File: config.mk
export PLATFORM = sky130hd
export DESIGN_NAME = popcount_onehot_pipe
export DESIGN_NICKNAME = d
export VERILOG_FILES = /design/src/rtl/popcount_onehot_pipe.sv
export SDC_FILE = /design/constraint.sdc
export NUM_CORES = 1
export LEC_CHECK = 0
export CORE_MARGIN = 8
export CORE_UTILIZATION = 45
export CTS_BUF_LIST = sky130_fd_sc_hd__clkbuf_8
export DETAILED_ROUTE_END_ITERATION = 10
export PLACE_DENSITY = 0.7
export SYNTH_ARGS = -nofsm -noshare
export SYNTH_HDL_FRONTEND = slang
export SYNTH_SLANG_ARGS = --single-unit
File: constraint.sdc
create_clock -name clk_i -period 3.4 [get_ports clk_i]
set_clock_uncertainty 0.15 [all_clocks]
set_input_delay 0.34 -clock clk_i [delete_from_list [all_inputs] [get_ports clk_i]]
set_output_delay 0.34 -clock clk_i [all_outputs]
set_load 0.01 [all_outputs]
File: src/rtl/popcount_onehot_pipe.sv
// Two-stage pipelined population count with one-hot result, a saturating
// running accumulator and an optional windowed total that closes every WIN samples.
module popcount_onehot_pipe #(
  parameter int N   = 4,
  parameter int CW  = $clog2(N + 1),
  parameter int AW  = 16,
  parameter int WIN = 8
) (
  input  logic          clk_i,
  input  logic          rst_i,
  input  logic          in_valid_i,
  input  logic [N-1:0]  in_data_i,
  input  logic          win_mode_i,
  input  logic          clear_i,
  output logic          out_valid_o,
  output logic [CW-1:0] out_count_o,
  output logic [N:0]    out_onehot_o,
  output logic [AW-1:0] acc_total_o,
  output logic          acc_sat_o,
  output logic          win_done_o
);

  localparam int WCW = $clog2(WIN + 1);

  function automatic logic [CW-1:0] popcount(input logic [N-1:0] d);
    logic [CW-1:0] c;
    c = {CW{1'b0}};
    for (int i = 0; i < N; i++) begin
      c = c + CW'(d[i]);
    end
    return c;
  endfunction

  logic           s1_valid_q;
  logic [CW-1:0]  s1_count_q;
  logic           out_valid_q;
  logic [CW-1:0]  out_count_q;
  logic [N:0]     out_onehot_q;
  logic [AW-1:0]  acc_q, acc_d;
  logic           sat_q, sat_d;
  logic [WCW-1:0] wcnt_q, wcnt_d;
  logic           done_q, done_d;
  logic           restart_q, restart_d;
  logic           mode_q;
  logic [AW-1:0]  base_s;
  logic [AW:0]    sum_s;
  logic           mode_chg_s;

  // Stage 1: count the incoming sample; the count holds while no sample arrives.
  always_ff @(posedge clk_i or posedge rst_i) begin
    if (rst_i) begin
      s1_valid_q <= 1'b0;
      s1_count_q <= {CW{1'b0}};
    end else begin
      s1_valid_q <= in_valid_i;
      if (in_valid_i) begin
        s1_count_q <= popcount(in_data_i);
      end
    end
  end

  // Stage 2: present the count in binary and one-hot form.
  always_ff @(posedge clk_i or posedge rst_i) begin
    if (rst_i) begin
      out_valid_q  <= 1'b0;
      out_count_q  <= {CW{1'b0}};
      out_onehot_q <= {{N{1'b0}}, 1'b1};
    end else begin
      out_valid_q <= s1_valid_q;
      if (s1_valid_q) begin
        out_count_q  <= s1_count_q;
        out_onehot_q <= {{N{1'b0}}, 1'b1} << s1_count_q;
      end
    end
  end

  // Accumulator, saturation and window bookkeeping; restart_q means the
  // previous valid closed a window, so the next one starts a fresh total.
  always_comb begin
    mode_chg_s = (win_mode_i != mode_q);
    base_s     = restart_q ? {AW{1'b0}} : acc_q;
    sum_s      = {1'b0, base_s} + (AW + 1)'(s1_count_q);
    acc_d      = acc_q;
    sat_d      = sat_q;
    wcnt_d     = wcnt_q;
    done_d     = 1'b0;
    restart_d  = restart_q;
    if (clear_i) begin
      acc_d     = {AW{1'b0}};
      sat_d     = 1'b0;
      wcnt_d    = {WCW{1'b0}};
      restart_d = 1'b0;
    end else begin
      if (s1_valid_q) begin
        if (sum_s[AW]) begin
          acc_d = {AW{1'b1}};
          sat_d = 1'b1;
        end else begin
          acc_d = sum_s[AW-1:0];
          sat_d = restart_q ? 1'b0 : sat_q;
        end
        restart_d = 1'b0;
        if (mode_q && !mode_chg_s) begin
          if (wcnt_q == WCW'(WIN - 1)) begin
            wcnt_d    = {WCW{1'b0}};
            done_d    = 1'b1;
            restart_d = 1'b1;
          end else begin
            wcnt_d = wcnt_q + WCW'(1);
          end
        end else begin
          wcnt_d = {WCW{1'b0}};
        end
      end else begin
        acc_d = acc_q;
      end
      if (mode_chg_s) begin
        wcnt_d    = {WCW{1'b0}};
        restart_d = 1'b0;
      end else begin
        restart_d = restart_d;
      end
    end
  end

  // Accumulator and window state registers.
  always_ff @(posedge clk_i or posedge rst_i) begin
    if (rst_i) begin
      acc_q     <= {AW{1'b0}};
      sat_q     <= 1'b0;
      wcnt_q    <= {WCW{1'b0}};
      done_q    <= 1'b0;
      restart_q <= 1'b0;
      mode_q    <= 1'b0;
    end else begin
      acc_q     <= acc_d;
      sat_q     <= sat_d;
      wcnt_q    <= wcnt_d;
      done_q    <= done_d;
      restart_q <= restart_d;
      mode_q    <= win_mode_i;
    end
  end

  assign out_valid_o  = out_valid_q;
  assign out_count_o  = out_count_q;
  assign out_onehot_o = out_onehot_q;
  assign acc_total_o  = acc_q;
  assign acc_sat_o    = sat_q;
  assign win_done_o   = done_q;

endmodule
# Word-level counts from Yosys, hierarchy flattened
# Index checks and enable logic that the tools add are counted.
[word_totals] mem_count=0 romBits=0 latch_bits=0 regBits=37 word_cells=45 out_inout_bits=27 ramBits=0
[classes] n_mul=0 n_div=0 addsub=5 eq_ne=2 mux=20 order_cmp=0 bitwise=0 n_shift=1 n_reduce_logical=6
[op_table] cell="16-bit two-way mux" n=4
[op_table] cell="4-bit two-way mux" n=5
[op_table] cell="16-bit by 3-bit adder with 17-bit output" n=1
[op_table] cell="1-bit two-way mux" n=11
[op_table] cell="3-bit nonzero test" n=2
[op_table] cell="1-bit by 3-bit << shifter with 5-bit output, first input constant" n=1
[op_table] cell="4-bit by 1-bit adder with 4-bit output, second input constant" n=1
[op_table] cell="4-bit by 3-bit == test with 1-bit output, second input constant" n=1
[op_table] cell="2-bit by 1-bit adder with 3-bit output" n=1
[op_table] cell="3-bit by 1-bit adder with 3-bit output" n=1
[op_table] cell="1-bit by 1-bit adder with 2-bit output" n=1
[op_table] cell="2-bit AND reduction" n=1
[op_table] cell="2-bit nonzero test" n=1
[op_table] cell="1-bit logical AND" n=1
[op_table] cell="1-bit zero test" n=1
[op_table] cell="1-bit inequality test" n=1

# Logic depth before layout (Yosys ltp)
# Gate-level depths: netlist of run 1.
[depth] ltp_word=7 depth_mapped=10

# Least setup slack after synthesis of run 1
# Ideal clock, no wire load.
[synth_timing] kind="register to register" from="register restart_q" to="register acc_q[6] (netlist: acc_total_o[6])" n_path_buf=2 slack_ns=0.862 path_stages_with_launch=11 t_arrival_ns=2.284 period_less_slack_ns=2.538 cell_sequence="dfrtp_1 -> buf_6 -> clkbuf_1 -> nor2b_1 -> ha_1 -> fa_1 -> a21oi_2 -> nor2_1 -> a311o_1 -> a21o_1 -> o311ai_1"
[synth_between] elab_chain_cells=5
[synth_lines] element="start: declaration" line="43" source="logic restart_q, restart_d;"
[synth_lines] element="start signal: assignment" line="140" source="restart_q <= restart_d;"
[synth_lines] element="16-bit two-way mux" line="81" source="base_s = restart_q ? {AW{1'b0}} : acc_q;"
[synth_lines] element="16-bit by 3-bit adder with 17-bit output" line="82" source="sum_s = {1'b0, base_s} + (AW + 1)'(s1_count_q);"
[synth_lines] element="16-bit two-way mux" line="95" source="if (sum_s[AW]) begin"
[synth_lines] element="16-bit two-way mux" line="94" source="if (s1_valid_q) begin"
[synth_lines] element="16-bit two-way mux" line="88" source="if (clear_i) begin"
[synth_lines] element="end signal: assignment" line="129" source="acc_q <= {AW{1'b0}};"
[synth_lines] element="end: declaration" line="39" source="logic [AW-1:0] acc_q, acc_d;"
# No other way between the ends. The select of a mux whose other input is x is not followed.
# A chain may end at the register's enable or synchronous reset.

# Worst setup path in the final report of run 1
[layout_timing] from="register s1_count_q[0]" to="register acc_q[6] (netlist: acc_total_o[6])"
[layout_between] elab_chain_cells=4
[layout_lines] element="start: declaration" line="35" source="logic [CW-1:0] s1_count_q;"
[layout_lines] element="start signal: assignment" line="53" source="s1_count_q <= {CW{1'b0}};"
[layout_lines] element="start signal: assignment" line="57" source="s1_count_q <= popcount(in_data_i);"
[layout_lines] element="16-bit by 3-bit adder with 17-bit output" line="82"
[layout_lines] element="16-bit two-way mux" line="95"
[layout_lines] element="16-bit two-way mux" line="94"
[layout_lines] element="16-bit two-way mux" line="88"
# No other way between the ends. The select of a mux whose other input is x is not followed.

==> out/metrics.yaml, run 1 <==
setup_path:
  worst_path_dominant_cell_family: "compound AO/OA/AOI/OAI gates"
  critPathKind: "flip-flop to flip-flop"
  ff2ff_setup_slack_ns: 1.02
  critPathMaxFanout: 8
  reg2reg_from: "s1_count_q[0]$_DFFE_PP0P_"
  reg2reg_to: "acc_total_o[6]$_DFFE_PP0P_"
  crit_path_start_kind: "flip-flop"
  worstPathRequired_ns: 3.44
  path_buf_inv: 0
  reg2reg_depth: 7
  worstPathArrival_ns: 2.42
  crit_path_top_delay_cell: "dfrtp_1"
  max_stage_delay_ns: 0.47
  cp-end-kind: "flip-flop"
  cp_cell_sequence: "ha_1, fa_1, a21oi_2, nor2_1, a311o_1, a21o_1, o311ai_1"
  cp-startpoint: "s1_count_q[0]$_DFFE_PP0P_"
logic_synthesis:
  seq_area_frac_synth_pct: 45.35
  ys_top_cells_by_area: "dfrtp_1 (44%), o21ai_0 (4.7%), mux2_2 (4.4%), ha_1 (4.3%), inv_1 (2.8%)"
  netlist_area_um2: 2044
  synthDistinctLibCells: 48
  synthesis.nets: 221
  avgSynthCellArea_um2: 10.07
  netlist_instances: 203
  yosys.area.top_type: "dfrtp_1"
  netlist.area_leader.share_pct: 44.06
  ys_ff_latch: 37
  yosysWarnings: 0
grt:
  grt_max_degree: 38
  antenna_found_initial: 0
  grt_pass1_wl_um: 8066
  grt_pass1_vias: 1740
  grt_overflow: 0
  groute.usage.overall_pct: 13.73
die:
  core_um2: 4354
  rows: 24
  die_area_um2: 6956
  die_y_um: 83.41
  io_pins: 36
  die_w_um: 83.41
  start_util_pct: 46.95
layout:
  drive_gt1_share_pct: 11.98
  layout_common_cells: "dfrtp_1 (36), clkdlybuf4s50_1 (35), o21ai_0 (19)"
  nets: 259
  areaGrowthSynthToFinish_pct: 25.58
  diodes: 0
  final_common_cell: "dfrtp_1"
  nFillCells: 370
  regArea_um2: 927.1
  stdcell_count: 294
  multi_input_area_um2: 1022
cts:
  cts_tree: "yes"
  insertion_delay_ns: 0.29
  holdBufCountCts: 0
  cts_resized: 0
  cts.path.max_buffers: 2
  clock-sinks: 37
  cts_setup_buffers: 0
  cts_root_buffer: "clkbuf_8"
  htreeDepth: 2
  cts_buffers: 5
  clk_pin_slew_ns: 0.07
run:
  cap_violations: 0
route:
  drc: 0
  viasPerCell: 5.752
  drtPass1Iterations: 4
  vias: 1691
  post_drt_wl_per_cell_um: 15.28
  ant_nets: 0
  first_iter_violations: 127
  postRouteWirelength_um: 4493
timing:
  relSlewSlack_pct: 52.96
  setup_violations: 0
  slew_violations: 0
  tns_ns: 0
  hold_viol: 0
  worst_pin_slew_ns: 0.7056
  period_minus_slack_ns: 2.384
  fmax_ghz: 0.4194
  fin_crit_sh_pct: 70.12
  rsz0062_at_grt: "false"
  timing.hold.ws_ns: 0.3034
place:
  gp_congestion: 0.8250
  dp_hpwl_um: 3245
  port_buffers: 35
  dp.cells: 286
power:
  ir_worst_vdd_uv: 263.3
  cellPowerDensity_nw_per_um2: 437.7
  leakagePower_nw: 1.145
run_status:
  outcome: "complete, no violations"
hold_path:
  hp-class: "input port to asynchronous set/reset pin"
[how the worst max path moves through the flow]
stage,end,slack [ns],depth (start not counted)
after floorplan,acc_total_o[6]$_DFFE_PP0P_,0.86,10
after global placement,s1_count_q[1]$_DFFE_PP0P_,1.04,7
after detailed placement,s1_count_q[1]$_DFFE_PP0P_,1.01,7
after CTS,acc_total_o[6]$_DFFE_PP0P_,1.01,8
after global routing,acc_total_o[5]$_DFFE_PP0P_,0.86,7
final,acc_total_o[6]$_DFFE_PP0P_,1.02,7
[routing by layer]
metal / up-vias / routed length (um) / GRT usage (%) / part of all wire [%]
li1: 822 / - / - / -
met1: 825 / 1963 / 15.12 / 44
met2: 37 / 2201 / 23.34 / 49
met3: 7 / 260 / 4.883 / 5.8
met4: 0 / 68 / 5.591 / 1.5
met5: - / 0 / 0 / 0
[registers in the layout (all words and copies together) (netlist names)]
name,flops
s1_count_q,3
win_done_o,1
acc_total_o,16
out_valid_o,1
s1_valid_q,1
out_count_o,3
acc_sat_o,1
wcnt_q,4
restart_q,1
mode_q,1
out_onehot_o,5
[cells in the mapped netlist, drive strengths merged]
| cell | n |
|---|---|
| nand3 | 10 |
| or3b | 1 |
| o32ai | 1 |
| o211ai | 2 |
| nand3b | 1 |
| nor2 | 7 |
| and4 | 1 |
| clkbuf | 5 |
| nor4 | 2 |
| nand2 | 14 |
| a32oi | 1 |
| fa | 2 |
| a311o | 1 |
| and2 | 2 |
| xnor2 | 1 |
| a22oi | 1 |
| nand2b | 2 |
| a31oi | 4 |
| mux2 | 8 |
| nand4b | 3 |
| nor2b | 5 |
| nor4b | 3 |
| a21oi | 9 |
| o31ai | 1 |
| o311ai | 3 |
| a21o | 3 |
| buf | 3 |
| nand4 | 7 |
| a211oi | 2 |
| mux2i | 3 |
| inv | 15 |
| nor3 | 6 |
| ha | 7 |
| dfstp | 1 |
| o21ai | 19 |
| dfrtp | 36 |
| a41oi | 2 |
| and3 | 4 |
| nor3b | 4 |
| or2 | 1 |
[cells by family (layout without fill, tap and decap cells)]
family | count (synthesis) | in the layout | share of synthesized area [%]
adder cells (fa/ha/maj) | 9 | 9 | 6.242
AND/OR/NAND/NOR | 73 | 73 | 22.40
multiplexers | 11 | 11 | 5.875
flip-flops | 37 | 37 | 45.35
buffers and inverters | 23 | 62 | 4.651
XOR/XNOR | 1 | 1 | 0.4285
AO/OA/AOI/OAI | 49 | 49 | 15.06
[metrics by stage]
step / area, um2 / power, mW / util [%] / setup slack (ns)
after detailed placement: 2451 / 0.7451 / 56.29 / 1.008
after floorplan: 2044 / 0.6436 / - / 0.8617
after global placement: 2451 / 0.7418 / 56.29 / 1.044
final: 2567 / 1.124 / 58.97 / 1.016
after global routing: 2567 / 1.182 / 58.97 / 0.8592
after CTS: 2567 / 1.139 / 58.97 / 1.007
[where the power goes]
group          internal [mW]  switching (mW)  leakage (nW)
Clock                  0.236           0.155        0.0626
Combinational          0.120          0.0965         0.591
Sequential             0.479          0.0378         0.491
[worst register-to-register path, stage by stage, from the launching register on]
cell and delay [ns]:
dfrtp_1 0.47, ha_1 0.28, fa_1 0.42, a21oi_2 0.25, nor2_1 0.13, a311o_1 0.36
a21o_1 0.18, o311ai_1 0.06
[final cells by class]
| class | instances | share of cell area, % |
|---|---|---|
| Tap cell | 52 | 2.534 |
| Clock buffer | 6 | 3.216 |
| Sequential cell | 37 | 36.11 |
| Timing Repair Buffer | 39 | 14.81 |
| Clock inverter | 2 | 1.316 |
| Inverter | 15 | 2.193 |
| Multi-Input combinational cell | 143 | 39.81 |
(Power assumes the default switching activity.)
==> inputs of run 2 (changes only) <==
==> constraint.sdc (replaced) <==
create_clock -name clk_i -period 2.39 [get_ports clk_i]
set_clock_uncertainty 0.15 [all_clocks]
set_input_delay 0.239 -clock clk_i [delete_from_list [all_inputs] [get_ports clk_i]]
set_output_delay 0.239 -clock clk_i [all_outputs]
set_load 0.01 [all_outputs]
==> run 2 against run 1 <==
  * Core utilization is 1.6 points higher
  * Non-clock buffer count is 10 higher
  * Cell count is 3.4% higher
  * Critical path type unchanged
  * Highest routed layer unchanged
==> out/metrics.yaml, run 2 (synthesis results as in run 1) <==
route:
  postRouteWirelength_um: 4851  # +8.0%
  post_drt_wl_per_cell_um: 15.96  # +4.4%
  vias: 1744  # +3.1%
  drtPass1Iterations: 4  # unchanged
  first_iter_violations: 98  # -23%
  viasPerCell: 5.737  # -0.26%
  ant_nets: 0  # unchanged
  drc: 0  # unchanged
timing:
  fin_crit_sh_pct: 96.52  # +26 points
  relSlewSlack_pct: 66.05  # +13 points
  setup_violations: 0  # unchanged
  worst_pin_slew_ns: 0.5092  # -0.1964 ns
  slew_violations: 0  # unchanged
  fmax_ghz: 0.4335  # +3.4%
  hold_viol: 0  # unchanged
  tns_ns: 0  # unchanged
  timing.hold.ws_ns: 0.2075  # -0.09584 ns
  period_minus_slack_ns: 2.307  # -0.07752 ns
setup_path:
  cp-startpoint: "acc_total_o[0]$_DFFE_PP0P_"
  reg2reg_depth: 8  # +1
  reg2reg_to: "acc_total_o[6]$_DFFE_PP0P_"
  worstPathArrival_ns: 2.36  # -0.06 ns
  crit_end: "acc_total_o[6]$_DFFE_PP0P_"
  ff2ff_setup_slack_ns: 0.08  # -0.93 ns
  reg2reg_from: "acc_total_o[0]$_DFFE_PP0P_"
  crit_path_top_delay_cell: "fa_2"
  cp_cell_sequence: "nor2b_1, ha_2, fa_2, a21oi_4, nor2_4, a311o_1, a21o_1, o311ai_2"
  cp-end-kind: "flip-flop"
  worstPathRequired_ns: 2.44  # -1.00 ns
  critPathMaxFanout: 4  # -4
  crit_path_start_kind: "flip-flop"
  path_buf_inv: 0  # unchanged
  worst_path_dominant_cell_family: "compound AO/OA/AOI/OAI gates"
  worst-path-stages: 8  # +1
  critPathKind: "flip-flop to flip-flop"
  max_stage_delay_ns: 0.43  # -0.04 ns
power:
  cellPowerDensity_nw_per_um2: 570.3  # +30%
  leakagePower_nw: 1.177  # +2.8%
  ir_worst_vdd_uv: 426.2  # +62%
die:
  die_y_um: 83.41  # unchanged
  core_um2: 4354  # unchanged
  io_pins: 36  # unchanged
  rows: 24  # unchanged
  die_area_um2: 6956  # unchanged
  die_w_um: 83.41  # unchanged
  start_util_pct: 46.95  # unchanged
cts:
  clk_pin_slew_ns: 0.08  # about the same
  cts_root_buffer: "clkbuf_8"
  cts_tree: "yes"
  holdBufCountCts: 0  # unchanged
  htreeDepth: 2  # unchanged
  cts.path.max_buffers: 2  # unchanged
  insertion_delay_ns: 0.29  # about the same
  clock-sinks: 37  # unchanged
  cts_buffers: 5  # unchanged
grt:
  antenna_found_initial: 0  # unchanged
  grt_max_degree: 38  # unchanged
  grt_pass1_vias: 1750  # +0.57%
  grt_overflow: 0  # unchanged
  grt_pass1_wl_um: 8307  # +3.0%
  groute.usage.overall_pct: 14.27  # +0.54 points
place:
  dp_hpwl_um: 3419  # +5.4%
  gp_congestion: 0.8558  # +3.7%
  port_buffers: 35  # unchanged
  place_area_um2: 2521  # +2.9%
  dp.cells: 295  # +3.1%
layout:
  fin_area_um2: 2638  # +2.7%
  nFillCells: 389  # +5.1%
  stdcell_count: 304  # +3.4%
  final_util_pct: 60.57  # +1.6 points
  drive_gt1_share_pct: 17.46  # +5.5 points
  largest_reg_flops: 16  # unchanged
  layout_common_cells: "dfrtp_1 (35), clkdlybuf4s50_1 (35), o21ai_0 (19)"
  nets: 269  # +3.9%
  diodes: 0  # unchanged
  areaGrowthSynthToFinish_pct: 29.01
hold_path:
  hp-class: "input port to asynchronous set/reset pin"
run:
  cap_violations: 0  # unchanged
run_status:
  outcome: "complete, no violations"
-- run 2: area by class of cell --
class,instances,area (um2),area share (%)
Inverter,15,56.30,2.135
Tap cell,52,65.06,2.467
Multi-Input combinational cell,143,1050,39.80
Sequential cell,37,928.4,35.20
Timing Repair Buffer,49,455.4,17.27
Clock buffer,5,68.82,2.609
Clock inverter,3,13.76,0.5218
-- run 2: worst min path at each step --
| stage | from | endpoint | slack (ns) |
|---|---|---|---|
| floorplan | win_mode_i | mode_q$_DFF_PP0_ | 0.12 |
| global placement | acc_sat_o$_DFFE_PP0P_ | acc_sat_o$_DFFE_PP0P_ | 0.31 |
| detailed placement | acc_sat_o$_DFFE_PP0P_ | acc_sat_o$_DFFE_PP0P_ | 0.31 |
| CTS | rst_i | wcnt_q[0]$_DFFE_PP0P_ | 0.23 |
| global route | rst_i | out_count_o[1]$_DFFE_PP0P_ | 0.27 |
| finish | rst_i | acc_total_o[8]$_DFFE_PP0P_ | 0.21 |
-- run 2: routing by layer --
metal,part of all wire [%],up-vias,routed length (um),track usage [%]
li1,-,842,-,-
met1,47,864,2290,17.49
met2,47,32,2288,22.63
met3,4.4,6,213,4.590
met4,1.2,0,59,5.431
met5,0,-,0,0
-- run 2: worst register-to-register path: stages, from the launching register on --
cell and delay (ns):
dfrtp_1 0.39, nor2b_1 0.14, ha_2 0.21, fa_2 0.43, a21oi_4 0.24, nor2_4 0.06
a311o_1 0.34, a21o_1 0.19, o311ai_2 0.06
-- run 2: power breakdown --
group / internal, mW / total, mW / switching [mW]
Sequential: 0.681 / 0.723 / 0.0421
Combinational: 0.189 / 0.354 / 0.166
Clock: 0.198 / 0.427 / 0.229
-- run 2: repair_timing --
| item | 4_1_cts | 5_1_grt |
|---|---|---|
| setup endpoints to repair | 0 | 2 |
| gates resized for setup | 0 | 6 |
| setup buffers | 0 | 1 |
-- run 2: stage by stage --
stage          setup slack (ns)  power, mW
2_1_floorplan           0.02085     0.9170
3_3_place_gp             0.1235      1.073
3_5_place_dp            0.03992      1.080
4_1_cts                 0.03161      1.504
5_1_grt              -0.0009217      1.580
6_report                0.08329      1.504
